### src/rtl/sum_bcd_pkg.sv
// ============================================================================
// Module      : sum_bcd_pkg
// Description : Shared types and constants for the sum BCD display block:
//               conversion FSM states, default sizes and the active-low
//               7-segment (gfedcba) digit patterns.
// Revision    : 1.0 - initial release
// ============================================================================
`default_nettype none

package sum_bcd_pkg;

    // Default sizing: a 9-bit adder sum fits in three decimal digits
    localparam int DEFAULT_WIDTH  = 9;
    localparam int DEFAULT_DIGITS = 3;

    // Conversion sequencer states
    typedef enum logic [1:0] {
        IDLE  = 2'd0,
        SHIFT = 2'd1,
        DONE  = 2'd2
    } state_t;

    // Active-low segment patterns, bit order gfedcba
    localparam logic [6:0] SEG_BLANK = 7'h7F;
    localparam logic [6:0] SEG_0     = 7'h40;
    localparam logic [6:0] SEG_1     = 7'h79;
    localparam logic [6:0] SEG_2     = 7'h24;
    localparam logic [6:0] SEG_3     = 7'h30;
    localparam logic [6:0] SEG_4     = 7'h19;
    localparam logic [6:0] SEG_5     = 7'h12;
    localparam logic [6:0] SEG_6     = 7'h02;
    localparam logic [6:0] SEG_7     = 7'h78;
    localparam logic [6:0] SEG_8     = 7'h00;
    localparam logic [6:0] SEG_9     = 7'h10;

    // Digit-to-segment lookup; non-decimal codes 10..15 show nothing
    function automatic logic [6:0] seg_of_digit(input logic [3:0] digit);
        logic [6:0] seg;
        case (digit)
            4'd0:    seg = SEG_0;
            4'd1:    seg = SEG_1;
            4'd2:    seg = SEG_2;
            4'd3:    seg = SEG_3;
            4'd4:    seg = SEG_4;
            4'd5:    seg = SEG_5;
            4'd6:    seg = SEG_6;
            4'd7:    seg = SEG_7;
            4'd8:    seg = SEG_8;
            4'd9:    seg = SEG_9;
            default: seg = SEG_BLANK;
        endcase
        return seg;
    endfunction

endpackage

`default_nettype wire

### src/rtl/sum_bcd_display_seg7_decode.sv
// ============================================================================
// Module      : seg7_decode
// Description : One BCD digit to active-low 7-segment pattern (gfedcba) with
//               a blank override that turns every segment off.
// Revision    : 1.0 - initial release
// ============================================================================
`default_nettype none

module seg7_decode
    import sum_bcd_pkg::*;
(
    input  logic [3:0] i_digit,
    input  logic       i_blank,
    output logic [6:0] o_seg
);

    // Blank wins over the digit value
    assign o_seg = i_blank ? SEG_BLANK : seg_of_digit(i_digit);

endmodule

`default_nettype wire

### src/rtl/sum_bcd_display.sv
// ============================================================================
// Module      : sum_bcd_display
// Description : Sequential binary-to-BCD converter (shift-and-add-3) with a
//               start/busy/done handshake and an active-low multi-digit
//               7-segment driver with optional leading-zero blanking.
// Revision    : 1.0 - initial release
// ============================================================================
`default_nettype none

module sum_bcd_display
    import sum_bcd_pkg::*;
#(
    parameter int WIDTH    = DEFAULT_WIDTH,
    parameter int DIGITS   = DEFAULT_DIGITS,
    parameter int BLANK_LZ = 1
)(
    input  logic                  iCLK,
    input  logic                  iRST,
    input  logic                  iSTART,
    input  logic [WIDTH-1:0]      iBIN,
    output logic                  oBUSY,
    output logic                  oDONE,
    output logic [4*DIGITS-1:0]   oBCD,
    output logic [7*DIGITS-1:0]   oSEG
);

    localparam int c_BCD_W = 4 * DIGITS;
    localparam int c_CNT_W = $clog2(WIDTH + 1);

    state_t               r_state;
    logic [WIDTH-1:0]     r_shift;
    logic [c_BCD_W-1:0]   r_scratch;
    logic [c_CNT_W-1:0]   r_count;
    logic                 r_busy;
    logic                 r_done;
    logic [c_BCD_W-1:0]   r_bcd;
    logic                 r_valid;

    logic [c_BCD_W-1:0]         w_adj;
    logic [c_BCD_W+WIDTH-1:0]   w_next;
    logic [DIGITS-1:0]          w_blank;

    // Add-3 correction on every scratch digit that is 5 or more; a 4-bit
    // result is enough since 9+3 = 12
    for (genvar k = 0; k < DIGITS; k++) begin : g_adj
        assign w_adj[4*k +: 4] = (r_scratch[4*k +: 4] >= 4'd5) ?
                                 (r_scratch[4*k +: 4] + 4'd3) :
                                  r_scratch[4*k +: 4];
    end

    // Joint left shift of {scratch, binary}; the scratch MSB falls off,
    // which is always zero for a legal DIGITS/WIDTH pairing
    assign w_next = {w_adj, r_shift} << 1;

    // Conversion sequencer: capture, WIDTH shift steps, then publish
    always_ff @(posedge iCLK or posedge iRST) begin
        if (iRST) begin
            r_state   <= IDLE;
            r_shift   <= '0;
            r_scratch <= '0;
            r_count   <= '0;
            r_busy    <= 1'b0;
            r_done    <= 1'b0;
            r_bcd     <= '0;
            r_valid   <= 1'b0;
        end else begin
            case (r_state)
                IDLE: begin
                    r_done <= 1'b0;
                    if (iSTART) begin
                        r_shift   <= iBIN;
                        r_scratch <= '0;
                        r_count   <= c_CNT_W'(WIDTH);
                        r_busy    <= 1'b1;
                        r_state   <= SHIFT;
                    end
                end
                SHIFT: begin
                    r_scratch <= w_next[c_BCD_W+WIDTH-1:WIDTH];
                    r_shift   <= w_next[WIDTH-1:0];
                    r_count   <= r_count - c_CNT_W'(1);
                    if (r_count == c_CNT_W'(1)) begin
                        r_state <= DONE;
                    end
                end
                DONE: begin
                    r_bcd   <= r_scratch;
                    r_valid <= 1'b1;
                    r_done  <= 1'b1;
                    r_busy  <= 1'b0;
                    r_state <= IDLE;
                end
                default: begin
                    r_state <= IDLE;
                end
            endcase
        end
    end

    // Per-digit blanking: everything dark until a result exists; upper digits
    // also go dark when they and all digits above them are zero
    for (genvar k = 0; k < DIGITS; k++) begin : g_digit
        if ((BLANK_LZ != 0) && (k > 0)) begin : g_lz
            assign w_blank[k] = ~r_valid | ~(|r_bcd[c_BCD_W-1:4*k]);
        end else begin : g_nolz
            assign w_blank[k] = ~r_valid;
        end

        seg7_decode u_seg7_decode (
            .i_digit (r_bcd[4*k +: 4]),
            .i_blank (w_blank[k]),
            .o_seg   (oSEG[7*k +: 7])
        );
    end

    assign oBUSY = r_busy;
    assign oDONE = r_done;
    assign oBCD  = r_bcd;

endmodule

`default_nettype wire

### config.mk
export PLATFORM = sky130hd
export DESIGN_NAME = sum_bcd_display
export DESIGN_NICKNAME = d
export VERILOG_FILES = /design/src/rtl/sum_bcd_pkg.sv /design/src/rtl/sum_bcd_display_seg7_decode.sv /design/src/rtl/sum_bcd_display.sv
export SDC_FILE = /design/constraint.sdc
export NUM_CORES = 1
export LEC_CHECK = 0
export ABC_AREA = 1
export CAP_MARGIN = 20
export CELL_PAD_IN_SITES_DETAIL_PLACEMENT = 0
export CELL_PAD_IN_SITES_GLOBAL_PLACEMENT = 2
export CORE_MARGIN = 4
export CORE_UTILIZATION = 30
export CTS_BUF_LIST = sky130_fd_sc_hd__clkbuf_8
export DETAILED_ROUTE_END_ITERATION = 7
export GPL_TIMING_DRIVEN = 1
export PLACE_DENSITY_LB_ADDON = 0.1
export SYNTH_ARGS = -nofsm -noshare
export SYNTH_HDL_FRONTEND = slang
export SYNTH_SLANG_ARGS = --single-unit
export TNS_END_PERCENT = 1
### constraint.sdc
create_clock -name iCLK -period 1.85 [get_ports iCLK]
set_input_delay 0.185 -clock iCLK [delete_from_list [all_inputs] [get_ports iCLK]]
set_output_delay 0.185 -clock iCLK [all_outputs]
set_load 0.005 [all_outputs]
Yosys cells after proc, flatten, opt, wreduce, memory -nomap -nowiden
Memories as Yosys holds them, arrays and structs flattened.
Index checks and enable logic that the tools add are counted.
Word-level totals
  register bits: 42
  memory bits (read-only): 336
  input port bits: 12
  output and inout bits: 35
  logic and storage cells: 54
  memories: 3
Cells by class
  add/sub/neg operators: 4
  magnitude comparators: 3
  eq/ne operators: 5
  muxes and demuxes: 18
  bitwise logic cells: 5
  reduce and logical (&&, ||, !) cells: 8
Memory list
  (no name shown): depth 16, bits a word 7, read ports 1, clocked after memory_dff 0, wr ports 0, line sum_bcd_pkg.sv:39  | case (digit)
  (no name shown): depth 16, bits a word 7, read ports 1, clocked after memory_dff 0, wr ports 0, line sum_bcd_pkg.sv:39
  (no name shown): depth 16, bits a word 7, read ports 1, clocked after memory_dff 0, wr ports 0, line sum_bcd_pkg.sv:39
Operators by type and width (count)
  12-bit case mux with 2 select lines: 1
  7-bit two-way mux: 3
  9-bit case mux with 2 select lines: 1
  4-bit by 3-bit >= comparator with 1-bit output (second input constant): 3
  12-bit two-way mux: 1
  4-bit two-way mux: 3
  9-bit two-way mux: 1
  4-bit by 2-bit adder with 4-bit output (second input constant): 2
  4-bit case mux with 2 select lines: 1
  8-bit OR reduction: 1
  2-bit AND reduction: 3
  4-bit by 1-bit == test with 1-bit output (second input constant): 1
  2-bit two-way mux: 2
  2-bit inequality test (second input constant): 2
  1-bit case mux with 2 select lines: 2
  2-bit case mux with 2 select lines: 1
  2-bit nonzero test: 2
  4-bit OR reduction: 1
  4-bit by 1-bit subtractor with 4-bit output (second input constant): 1
  3-bit by 2-bit adder with 3-bit output (second input constant): 1
  3-bit two-way mux: 1
  1-bit inverter: 3
  2-bit by 1-bit == test with 1-bit output (second input constant): 1
  2-bit == test (second input constant): 1
  other kinds (3): 4

Logic depth before layout (Yosys ltp)
Gate-level depths: netlist (run 1).
  depth after elaboration: 4
  depth in mapped cells: 8
  depth with buffers taken out: 8

By module
Synthesis (run 1) repeated with hierarchy kept, for this count alone.
Second synthesis, totals
  cell total of the unflattened synthesis: 353
  area, all modules: 2623.8 um^2
Modules (own cells, without submodules)
  sum_bcd_display: instances 1, cells an instance 242, area an instance 2011.9 um^2, seq. area each 1051.0 um^2
  seg7_decode: instances 3, cells an instance 37, area an instance 203.9 um^2, seq. area each 0.0 um^2

Least setup slack after synthesis (run 1)
No wires, ideal clock.
  path kind: reg2out
  start point: register r_bcd[8] (netlist: oBCD[8])
  end point: output port oSEG[10]
  arrival time: 1211 ps
  required time: 1665 ps
  setup slack: 454 ps
  cell stages (with the launch flop): 7
  path buffers: 0
  cells stage by stage: dfrtp_1 -> inv_1 -> ha_1 -> nand3_1 -> nor2_1 -> nor2_1 -> nand3_1
Between the ends
  longest elaborated chain between the ends: 4
RTL lines
  start, declared: line sum_bcd_display.sv:36  | logic [c_BCD_W-1:0] r_bcd;
  start signal, assigned: line sum_bcd_display.sv:87  | r_bcd <= r_scratch;
  8-bit OR reduction: line sum_bcd_display.sv:104  | assign w_blank[k] = ~r_valid | ~(|r_bcd[c_BCD_W-1:4*k]);
  1-bit inverter: line sum_bcd_display.sv:104
  1-bit bitwise OR: line sum_bcd_display.sv:104
  7-bit two-way mux: line sum_bcd_display_seg7_decode.sv:18  | assign o_seg = i_blank ? SEG_BLANK : seg_of_digit(i_digit);
  end, declared: line sum_bcd_display.sv:24  | output logic [7*DIGITS-1:0] oSEG
No other way between the ends.

Worst setup path after layout (run 1)
  start point: register r_bcd[4] (netlist: oBCD[4])
  end point: output port oSEG[12]
Between the ends
  longest elaborated chain between the ends: 4
  elaborated cells between the ends (all ways): 5
  those cells by class: mux (1); bitwise (2); reduce/logical (1); memory (1)
RTL lines (line)
  branches (longest 3 deep; another with memory 16 x 7 bit)
  7-bit two-way mux *: sum_bcd_display_seg7_decode.sv:18
Mark *: on every way between the ends.

==> reports/results.ini, run 1 <==
[critical_path]
path_cells=inv_1 > ha_1 > nand2_1 > nor2_2 > nor2_2 > nand2_1 > clkdlybuf4s50_1
path_max_fanout=6
cp.required_ns=1.66
cp_slowest_cell=clkdlybuf4s50_1
cp-end-kind=primary output
critPathKind=flop to primary output
start_kind=flop
cp_slowest_stage_delay_ns=0.44
crit_arrival_ns=1.77

[routing]
drc=0
via_count=2328
routed_wl_um=5720
first_iter_violations=134
firstDrtPassIters=4
vias_per_cell=4.57
wl_per_cell_um=11.2
antenna_left=0

[yosys]
yosysSeqAreaShare=0.399
synth.cell_area_um2=2640
synth_top_area_frac=0.399
postSynthAreaPerCell_um2=7.82
synthDistinctLibCells=30
ys_top_cells_by_area=dfrtp_1, nand2_1, ha_1, inv_1, nand3_1
synthesis.nets=372
synth-seq-cells=42
synth_area_leader_cell=dfrtp_1
yosysWarningCount=0
synthCells=337

[clocking]
clock_path_buffers=2
clock-sinks=42
cts_tree=done
cts_made_buffers=5
cts-htree-levels=2
postCtsHoldBufs=0
path_clk_slew_ns=0.07
cts_root_buffer=clkbuf_8
clkLatencyLatePin_ns=0.29

[die]
chipHeight_um=102
dieArea_um2=10400
core_um2=8380
io_pins=47
fp.dieW_um=102
rows=33
initial_core_util=0.315

[sta]
worstMarginPinSlew_ns=0.515
holdWs_ns=0.241
rsz0062_at_grt=yes
fin_crit_ns=1.95
final-setup-viol-count=6
clock_skew_ns=0.00455
slew_viol_final=0
hold_viol=0
relSlewSlack=0.656
fmax_ghz=0.512
setup_tns_ns=-0.409
setup_slack_ns=-0.105
period_share=1.06

[run_status]
violations=negative setup slack
status=finished, violations left

[cells_and_area]
n_fill_cell=883
finalNetCount=439
antenna_cells=0
syn_to_final_growth_pct=30.1
drive_above_1_share=0.166
multi_input_area_um2=1400
seqCellArea_um2=1050

[global_routing]
grt_pass1_vias=2219
grt_use_total=0.120
grt-ovfl-total=0
antenna_found_initial=0
grt_pass1_wl_um=10100
grt_max_degree=43

[place]
dp_hpwl_um=4270
io_buffers=46
gp_congestion=0.780

[power]
powerDensity_nw_per_um2=1680
p_leak_nw=1.75
vdd_drop_max_mv=0.594

[flow_run]
maxCapViolCount=0

[min_path]
hp-class=input port to async pin

## critical path: cells and delay by family, from the launching register on
kind | cells | cell delay, ns
buf+inv | 2 | 0.51
simple gates | 4 | 0.42
flops | 1 | 0.34
fa+ha+maj | 1 | 0.21
## layer usage
layer	wire length, um	track usage
met1	2700	0.160
met2	2620	0.199
met3	326	0.0220
met4	75	0.0368
met5	0	0
## registers in the layout, summed over array words and instances (netlist names)
| register | count |
|---|---|
| oBCD | 12 |
| r_scratch | 12 |
| r_shift | 9 |
| r_count | 4 |
| r_state | 2 |
| oBUSY | 1 |
| oDONE | 1 |
| r_valid | 1 |
## synthesized netlist by cell type, drive strengths merged
master,n
nand2,104
inv,46
dfrtp,42
o21ai,40
nand3,24
ha,23
a21oi,13
nor2,13
nand4,6
o22ai,6
buf,5
or2,4
o211ai,3
clkbuf,2
o21bai,2
a22oi,1
mux2i,1
nor3,1
xnor2,1
## where the power goes
| part | switching (mW) | internal (mW) | total [mW] |
|---|---|---|---|
| Combinational | 1.87 | 1.74 | 3.61 |
| Sequential | 0.324 | 1.29 | 1.62 |
| Clock | 0.296 | 0.249 | 0.545 |
| Total | 2.49 | 3.28 | 5.78 |
## final timing paths
| check | startpoint | end | slack [ns] | cells after the start |
|---|---|---|---|---|
| setup / recovery | oBCD[4] | oSEG[12] | -0.10 | 7 |
| hold / removal | iRST | r_scratch[9] | 0.24 | 3 |
| setup reg to reg | r_scratch[0] | r_scratch[2] | 0.45 | 8 |
| hold reg to reg | oBUSY | oBUSY | 0.48 | 2 |
| max in group asynchronous | iRST | oBCD[0] | 1.40 | 3 |
| min in group iCLK | oBUSY | oBUSY | 0.48 | 2 |
## final cells by class
| type | count | share of cell area |
|---|---|---|
| Multi-Input combinational cell | 242 | 0.407 |
| Sequential cell | 42 | 0.307 |
| Timing Repair Buffer | 67 | 0.175 |
| Inverter | 46 | 0.0503 |
| Tap cell | 105 | 0.0383 |
| Clock buffer | 5 | 0.0201 |
| Clock inverter | 2 | 0.00219 |
## cells in the final DEF (no fill, tap or decap), types with 2 or more instances in the layout
master           count
nand2_1            102
dfrtp_1             41
inv_1               38
clkdlybuf4s50_1     30
nand3_1             23
ha_1                20
buf_4               20
o21ai_0             16
o21ai_1             14
a21oi_1             12
dlygate4sd2_1       10
inv_2                9
o21ai_2              9
nor2_1               8
o22ai_1              6
nand4_1              6
clkbuf_8             5
clkbuf_2             4
nor2_4               3
or2_2                3
o211ai_1             3
nor2_2               2
ha_2                 2
## kinds of logic after synthesis
family,Yosys count,share of synthesized area
buffers and inverters,53,0.0873
xor gates and xnor gates,1,0.00332
and+or+nand+nor,152,0.247
muxes,1,0.00380
DFF,42,0.399
adders and majority gates,23,0.109
AOI/OAI and AO/OA,65,0.150
## timing repair
action,CTS,global route
cloned,0,0
resized for setup,30,20
setup buffers,2,0
endpoints found under the setup margin,21,20
pin swaps,2,0
## metrics by stage
step / power (mW) / std cells / worst slack (ns) / utilization / area [um^2]
after global routing: 6.43 / 509 / -0.251 / 0.409 / 3430
after detailed placement: 5.43 / 500 / -0.0671 / 0.397 / 3330
after CTS: 5.88 / 509 / -0.162 / 0.408 / 3420
after floorplan: 3.75 / 337 / 0.454 / - / 2640
final: 5.78 / 509 / -0.105 / 0.409 / 3430
after global placement: 5.42 / 500 / -0.0369 / 0.397 / 3330
(Power assumes the default switching activity.)
==> run 2: changes to the inputs <==
--- a/config.mk
+++ b/config.mk
@@ -5,7 +5,6 @@
 export SDC_FILE = /design/constraint.sdc
 export NUM_CORES = 1
 export LEC_CHECK = 0
-export ABC_AREA = 1
 export CAP_MARGIN = 20
 export CELL_PAD_IN_SITES_DETAIL_PLACEMENT = 0
 export CELL_PAD_IN_SITES_GLOBAL_PLACEMENT = 2
@@ -14,7 +13,7 @@
 export CTS_BUF_LIST = sky130_fd_sc_hd__clkbuf_8
 export DETAILED_ROUTE_END_ITERATION = 7
 export GPL_TIMING_DRIVEN = 1
-export PLACE_DENSITY_LB_ADDON = 0.1
+export PLACE_DENSITY_LB_ADDON = 0.08
 export SYNTH_ARGS = -nofsm -noshare
 export SYNTH_HDL_FRONTEND = slang
 export SYNTH_SLANG_ARGS = --single-unit
==> run 2 against run 1 <==
Against the previous run: count of clock-buffer cells in the layout stayed put; sequential share of layout area up 0.81 points; total power is 3.7% higher; via count down 9.0%; the flow still finishes with violations (negative setup slack); clock skew down 0.00084 ns; sequential cell count unchanged; largest power group unchanged.
==> reports/results.ini, run 2 <==
[run_status]
status=finished, violations left
violations=negative setup slack

[critical_path]
cp-end-kind=primary output
cp_slowest_stage_delay_ns=0.49  ; +0.05 ns
cp.required_ns=1.66  ; about the same
crit_top_cell=nand2_1
path_cells=inv_2 > ha_4 > nand2_1 > and3_4 > nand2_1 > clkdlybuf4s50_1
critPathKind=flop to primary output
cp_slowest_cell=clkdlybuf4s50_1
reg2reg_depth=6  ; -2
path_max_fanout=6  ; unchanged
r2r_setup_slack_ns=0.29  ; -0.16 ns
crit_arrival_ns=1.71  ; -0.06 ns
crit_buf_inv=2  ; unchanged
r2r_start=r_scratch[0]
start_kind=flop
critPathTopFamily=buffers and inverters
worstReg2RegEnd=r_scratch[2]

[global_routing]
grt_pass1_vias=2117  ; -4.6%
antenna_found_initial=0  ; unchanged
grt_use_total=0.122  ; +0.00125
grt_pass1_wl_um=10000  ; -1.3%
grt-ovfl-total=0  ; unchanged
grt_max_degree=43  ; unchanged

[sta]
fmax_ghz=0.529  ; +3.4%
clock_skew_ns=0.00371  ; -0.000840 ns
relSlewSlack=0.457  ; -0.199
setup_slack_ns=-0.0400  ; +0.0647 ns
period_share=1.02  ; -0.0350
slew_viol_final=0  ; unchanged
final-setup-viol-count=1  ; -5
fin_crit_ns=1.89  ; -0.0647 ns
hold_viol=0  ; unchanged
worstMarginPinSlew_ns=0.811  ; +0.296 ns
rsz0062_at_grt=yes

[yosys]
synthDistinctLibCells=37  ; +23%
synthArstFlopShare=1.00  ; unchanged
synthFlopType=dfrtp_1
yosysSeqAreaShare=0.417  ; +0.0180
synth.cell_area_um2=2520  ; -4.3%
synth.top_cells.by_count=nand2_1, dfrtp_1, o21ai_1
synth_edf_count=0  ; unchanged
synthesis.nets=323  ; -13%
synth_area_leader_cell=dfrtp_1
ys_top_cells_by_area=dfrtp_1, ha_1, nand2_1, o21ai_1, inv_1
synth_top_area_frac=0.417  ; +0.0180
synth-seq-cells=42  ; unchanged
yosysWarningCount=0  ; unchanged
postSynthAreaPerCell_um2=8.76  ; +12%
synth.most_common_cell=nand2_1
synthCells=288  ; -15%

[cells_and_area]
n_fill_cell=870  ; -1.5%
fin_area_um2=3350  ; -2.4%
utilization=0.407  ; -0.00198
syn_to_final_growth_pct=32.6
drive_above_1_share=0.151  ; -0.0144
mostFrequentLayoutCells=nand2_1, dfrtp_1, o21ai_1
layout_commonest_cell=nand2_1
antenna_cells=0  ; unchanged
finalNetCount=385  ; -12%

[clocking]
cts_setup_buffers=0  ; -2
cts-htree-levels=2  ; unchanged
cts_tree=done
cts_root_buffer=clkbuf_8
cts_made_buffers=5  ; unchanged
path_clk_slew_ns=0.08  ; about the same
clock_path_buffers=2  ; unchanged
clkLatencyLatePin_ns=0.29  ; about the same
clock-sinks=42  ; unchanged

[routing]
firstDrtPassIters=4  ; unchanged
routed_wl_um=5650  ; -1.2%
first_iter_violations=83  ; -38%
vias_per_cell=4.66  ; +1.8%
via_count=2119  ; -9.0%
antenna_left=0  ; unchanged
drc=0  ; unchanged
wl_per_cell_um=12.4  ; +10%

[power]
powerDensity_nw_per_um2=1790  ; +6.3%
p_leak_nw=1.51  ; -14%
vdd_drop_max_mv=0.487  ; -18%

[place]
dp_hpwl_um=4100  ; -3.8%
gp_congestion=0.718  ; -7.9%
io_buffers=46  ; unchanged
dpl_cell_area_um2=3230  ; -2.9%

[die]
chipHeight_um=99.7  ; -2.0%
io_pins=47  ; unchanged
rows=33  ; unchanged
initial_core_util=0.307  ; -0.00754
dieArea_um2=9940  ; -4.0%
fp.dieW_um=99.7  ; -2.0%
core_um2=8220  ; -2.0%

[min_path]
hp-class=input port to async pin

[flow_run]
maxCapViolCount=0  ; unchanged

## run 2: cell types whose count changed after synthesis, moves of 6 or more
cell      change
o21ai_0      -14
inv_1        -23
nand3_1      -13
nand2b_1      +8
o21ai_2       -9
buf_2         +7
nand2_1      -56
nand4_1       -6
mux2_1        +7
a22oi_1       +7
o21ai_1      +23
## run 2: worst max path at each step
stage	to	cells past startpoint	startpoint	slack, ns
after floorplan	r_scratch[2]	6	r_scratch[0]	0.37
after global placement	oSEG[7]	6	oBCD[8]	0.05
final	oSEG[16]	6	oBCD[8]	-0.04
after global routing	oSEG[16]	6	oBCD[9]	-0.12
after detailed placement	oSEG[7]	6	oBCD[8]	0.04
after CTS	oSEG[18]	7	oBCD[8]	-0.23
## run 2: where the power goes
group | switching, mW | total (mW) | internal (mW) | leakage (nW)
Combinational | 1.81 | 3.77 | 1.96 | 0.936
Clock | 0.294 | 0.543 | 0.249 | 0.0466
Sequential | 0.362 | 1.68 | 1.32 | 0.532
## run 2: cell type report
type                       instances  area (um^2)  area share
inverter                          21         78.8      0.0236
multi-input combinational        210         1370       0.409
timing repair buffer              70          638       0.191
tap                              105          131      0.0393
clock inverter                     2         7.51     0.00224
sequential                        42         1050       0.315
clock buffer                       5         68.8      0.0206
## run 2: cell families (layout without fill, tap and decap cells)
logic type                 after synthesis  count (layout)  synth area share
AOI/OAI and AO/OA                       73              73             0.164
xor gates and xnor gates                 7               7            0.0243
adders and majority gates               23              23             0.114
buffers and inverters                   36              98            0.0625
DFF                                     42              42             0.417
muxes                                    8               8            0.0357
and+or+nand+nor                         99              99             0.183
## run 2: worst reg2reg max path, delay by kind of cell, from the launching register on
kind | cells | cell delay (ns)
flip-flops | 1 | 0.41
AND/OR/NAND/NOR | 1 | 0.07
AO/OA/AOI/OAI | 2 | 0.33
adder cells (fa/ha/maj) | 1 | 0.21
multiplexers | 1 | 0.34
buffers and inverters | 1 | 0.13
## run 2: metal layers
layer	share of wire	global-route usage	vias to the layer above
met1	0.49	0.161	972
met4	0.017	0.0483	0
met2	0.45	0.199	48
met3	0.048	0.0182	8
met5	0	0	-
li1	-	-	1091
## run 2: timing repair
action	in CTS	in global routing
hold buffers	0	0
pin swaps	5	3
setup endpoints to repair	21	16
resized for setup	33	14
gates cloned	0	0
## run 2: through the flow
stage	hold slack [ns]	std cells	TNS [ns]	worst slack, ns	power, mW
2_1_floorplan	0.307	288	0	0.368	3.77
3_3_place_gp	0.460	448	0	0.0528	5.60
3_5_place_dp	0.464	448	0	0.0363	5.64
4_1_cts	0.261	455	-0.593	-0.226	6.05
5_1_grt	0.297	455	-0.365	-0.117	6.67
6_report	0.251	455	-0.0400	-0.0400	5.99
==> run 3: changes to the inputs <==
--- a/config.mk
+++ b/config.mk
@@ -13,6 +13,7 @@
 export CTS_BUF_LIST = sky130_fd_sc_hd__clkbuf_8
 export DETAILED_ROUTE_END_ITERATION = 7
 export GPL_TIMING_DRIVEN = 1
+export MAX_ROUTING_LAYER = met4
 export PLACE_DENSITY_LB_ADDON = 0.08
 export SYNTH_ARGS = -nofsm -noshare
 export SYNTH_HDL_FRONTEND = slang
==> run 3 against run 2 <==
Against the previous run: the run still ends with negative setup slack left; sequential cell count stayed put; utilization stayed put; total power hardly changed; critical path type unchanged; combinational power hardly changed; largest cell class unchanged.
==> reports/results.ini, run 3 (same netlist as run 2, synthesis figures left out) <==
[run_status]
status=finished, violations left
violations=negative setup slack

[routing]
drc=0  ; unchanged
vias_per_cell=4.66  ; unchanged
firstDrtPassIters=4  ; unchanged
routed_wl_um=5650  ; about the same
wl_per_cell_um=12.4  ; about the same
first_iter_violations=83  ; unchanged
antenna_left=0  ; unchanged
via_count=2119  ; unchanged

[cells_and_area]
mostFrequentLayoutCells=nand2_1, dfrtp_1, o21ai_1
fin_area_um2=3350  ; unchanged
layout_commonest_cell=nand2_1
drive_above_1_share=0.151  ; unchanged
syn_to_final_growth_pct=32.6  ; unchanged
finalNetCount=385  ; unchanged
antenna_cells=0  ; unchanged

[power]
seq_power_share=0.281  ; about the same
vdd_drop_max_mv=0.487  ; about the same
power_switching_mw=2.46  ; about the same
swShare=0.411  ; about the same
powerDensity_nw_per_um2=1790  ; about the same
p_clk_frac=0.091  ; about the same
p_int_mw=3.53  ; about the same
p_leak_nw=1.51  ; unchanged
p_comb_frac=0.629  ; about the same

[clocking]
clkLatencyLatePin_ns=0.29  ; about the same
cts_root_buffer=clkbuf_8
clock_path_buffers=2  ; unchanged
postCtsHoldBufs=0  ; unchanged
cts_made_buffers=5  ; unchanged
path_clk_slew_ns=0.08  ; about the same
cts_tree=done
clock-sinks=42  ; unchanged
cts-htree-levels=2  ; unchanged

[global_routing]
antenna_found_initial=0  ; unchanged
grt-ovfl-total=0  ; unchanged
grt_pass1_wl_um=10000  ; unchanged
grt_pass1_vias=2116  ; -0.047%
grt_use_total=0.125  ; +0.00358
grt_max_degree=43  ; unchanged

[place]
preCtsSetupSlack_ns=0.0363  ; unchanged
io_buffers=46  ; unchanged
gp_congestion=0.727  ; +1.2%
dpl_cell_area_um2=3230  ; unchanged
dp_hpwl_um=4100  ; unchanged

[sta]
final-setup-viol-count=1  ; unchanged
relSlewSlack=0.467  ; +0.00988
clock_skew_ns=0.00365  ; -0.0000611 ns
period_share=1.02  ; about the same
worstMarginPinSlew_ns=0.796  ; -0.0148 ns
fin_crit_ns=1.89  ; +0.0000606 ns
hold_viol=0  ; unchanged
setup_slack_ns=-0.0401  ; -0.0000606 ns
slew_viol_final=0  ; unchanged
rsz0062_at_grt=yes
fmax_ghz=0.529  ; about the same

[critical_path]
critPathKind=flop to primary output
start_kind=flop
path_cells=inv_2 > ha_4 > nand2_1 > and3_4 > nand2_1 > clkdlybuf4s50_1
cp.required_ns=1.66  ; about the same
cp-end-kind=primary output
crit_arrival_ns=1.71  ; about the same
crit_top_cell=nand2_1
cp_slowest_cell=clkdlybuf4s50_1
cp_slowest_stage_delay_ns=0.49  ; about the same
path_max_fanout=6  ; unchanged

[flow_run]
maxCapViolCount=0  ; unchanged

[die]
core_um2=8220  ; unchanged
chipHeight_um=99.7  ; unchanged
fp.dieW_um=99.7  ; unchanged
dieArea_um2=9940  ; unchanged
io_pins=47  ; unchanged
initial_core_util=0.307  ; unchanged
rows=33  ; unchanged

[min_path]
hp-class=input port to async pin

[run 3: cell counts in the layout (fill, tap and decap cells not counted)]
No cell type changed its count.
[run 3: repair_timing]
| item | in CTS | in global routing |
|---|---|---|
| endpoints found under the hold margin | 0 | 0 |
| pin swaps | 5 | 3 |
| endpoints found under the setup margin | 21 | 16 |
| buffers inserted | 0 | 0 |
| gates resized for setup | 33 | 14 |
[run 3: power groups by stage]
stage	registers [mW]	logic, mW	clock network (mW)
3_5_place_dp	1.68	3.95	0
6_report	1.68	3.77	0.543
5_1_grt	1.76	4.31	0.609
4_1_cts	1.68	3.79	0.573
2_1_floorplan	1.61	2.16	0
3_3_place_gp	1.68	3.92	0
[run 3: final timing paths]
check,end,slack (ns),from,cells after the start
min in group iCLK,r_shift[0],0.43,iBIN[0],3
setup reg to reg,r_scratch[2],0.29,r_scratch[0],6
hold reg to reg,r_shift[7],0.48,r_shift[7],2
max in group asynchronous,oBCD[2],1.37,iRST,3
hold / removal,r_shift[7],0.25,iRST,3
setup / recovery,oSEG[16],-0.04,oBCD[8],6
[run 3: worst max-delay path: cells and delay by family, from the launching register on]
kind / cells / cell delay, ns
simple gates: 3 / 0.31
fa+ha+maj: 1 / 0.15
buf+inv: 2 / 0.57
flops: 1 / 0.39
[run 3: metal layers]
metal  vias to the layer above  GRT usage  routed length (um)
li1                       1091          -                   -
met1                       970      0.161                2750
met2                        50      0.199                2520
met3                         8     0.0182                 280
met4                         0     0.0483                 101
met5                         -          -                   0
[run 3: metrics by stage]
stage | util | hold slack [ns] | total power, mW | setup TNS, ns | cells
2_1_floorplan | - | 0.307 | 3.77 | 0 | 288
3_3_place_gp | 0.393 | 0.460 | 5.60 | 0 | 448
3_5_place_dp | 0.393 | 0.464 | 5.64 | 0 | 448
4_1_cts | 0.404 | 0.261 | 6.05 | -0.593 | 455
5_1_grt | 0.407 | 0.297 | 6.67 | -0.365 | 455
6_report | 0.407 | 0.251 | 5.99 | -0.0401 | 455
[run 3: final cells by class]
cell class              instances  area (um^2)
clock buffers                   5         68.8
clock inverters                 2         7.51
fillers                       870         4870
inverters                      21         78.8
multi-input cells             210         1370
flip-flops and latches         42         1050
well taps                     105          131
repair buffers                 70          638
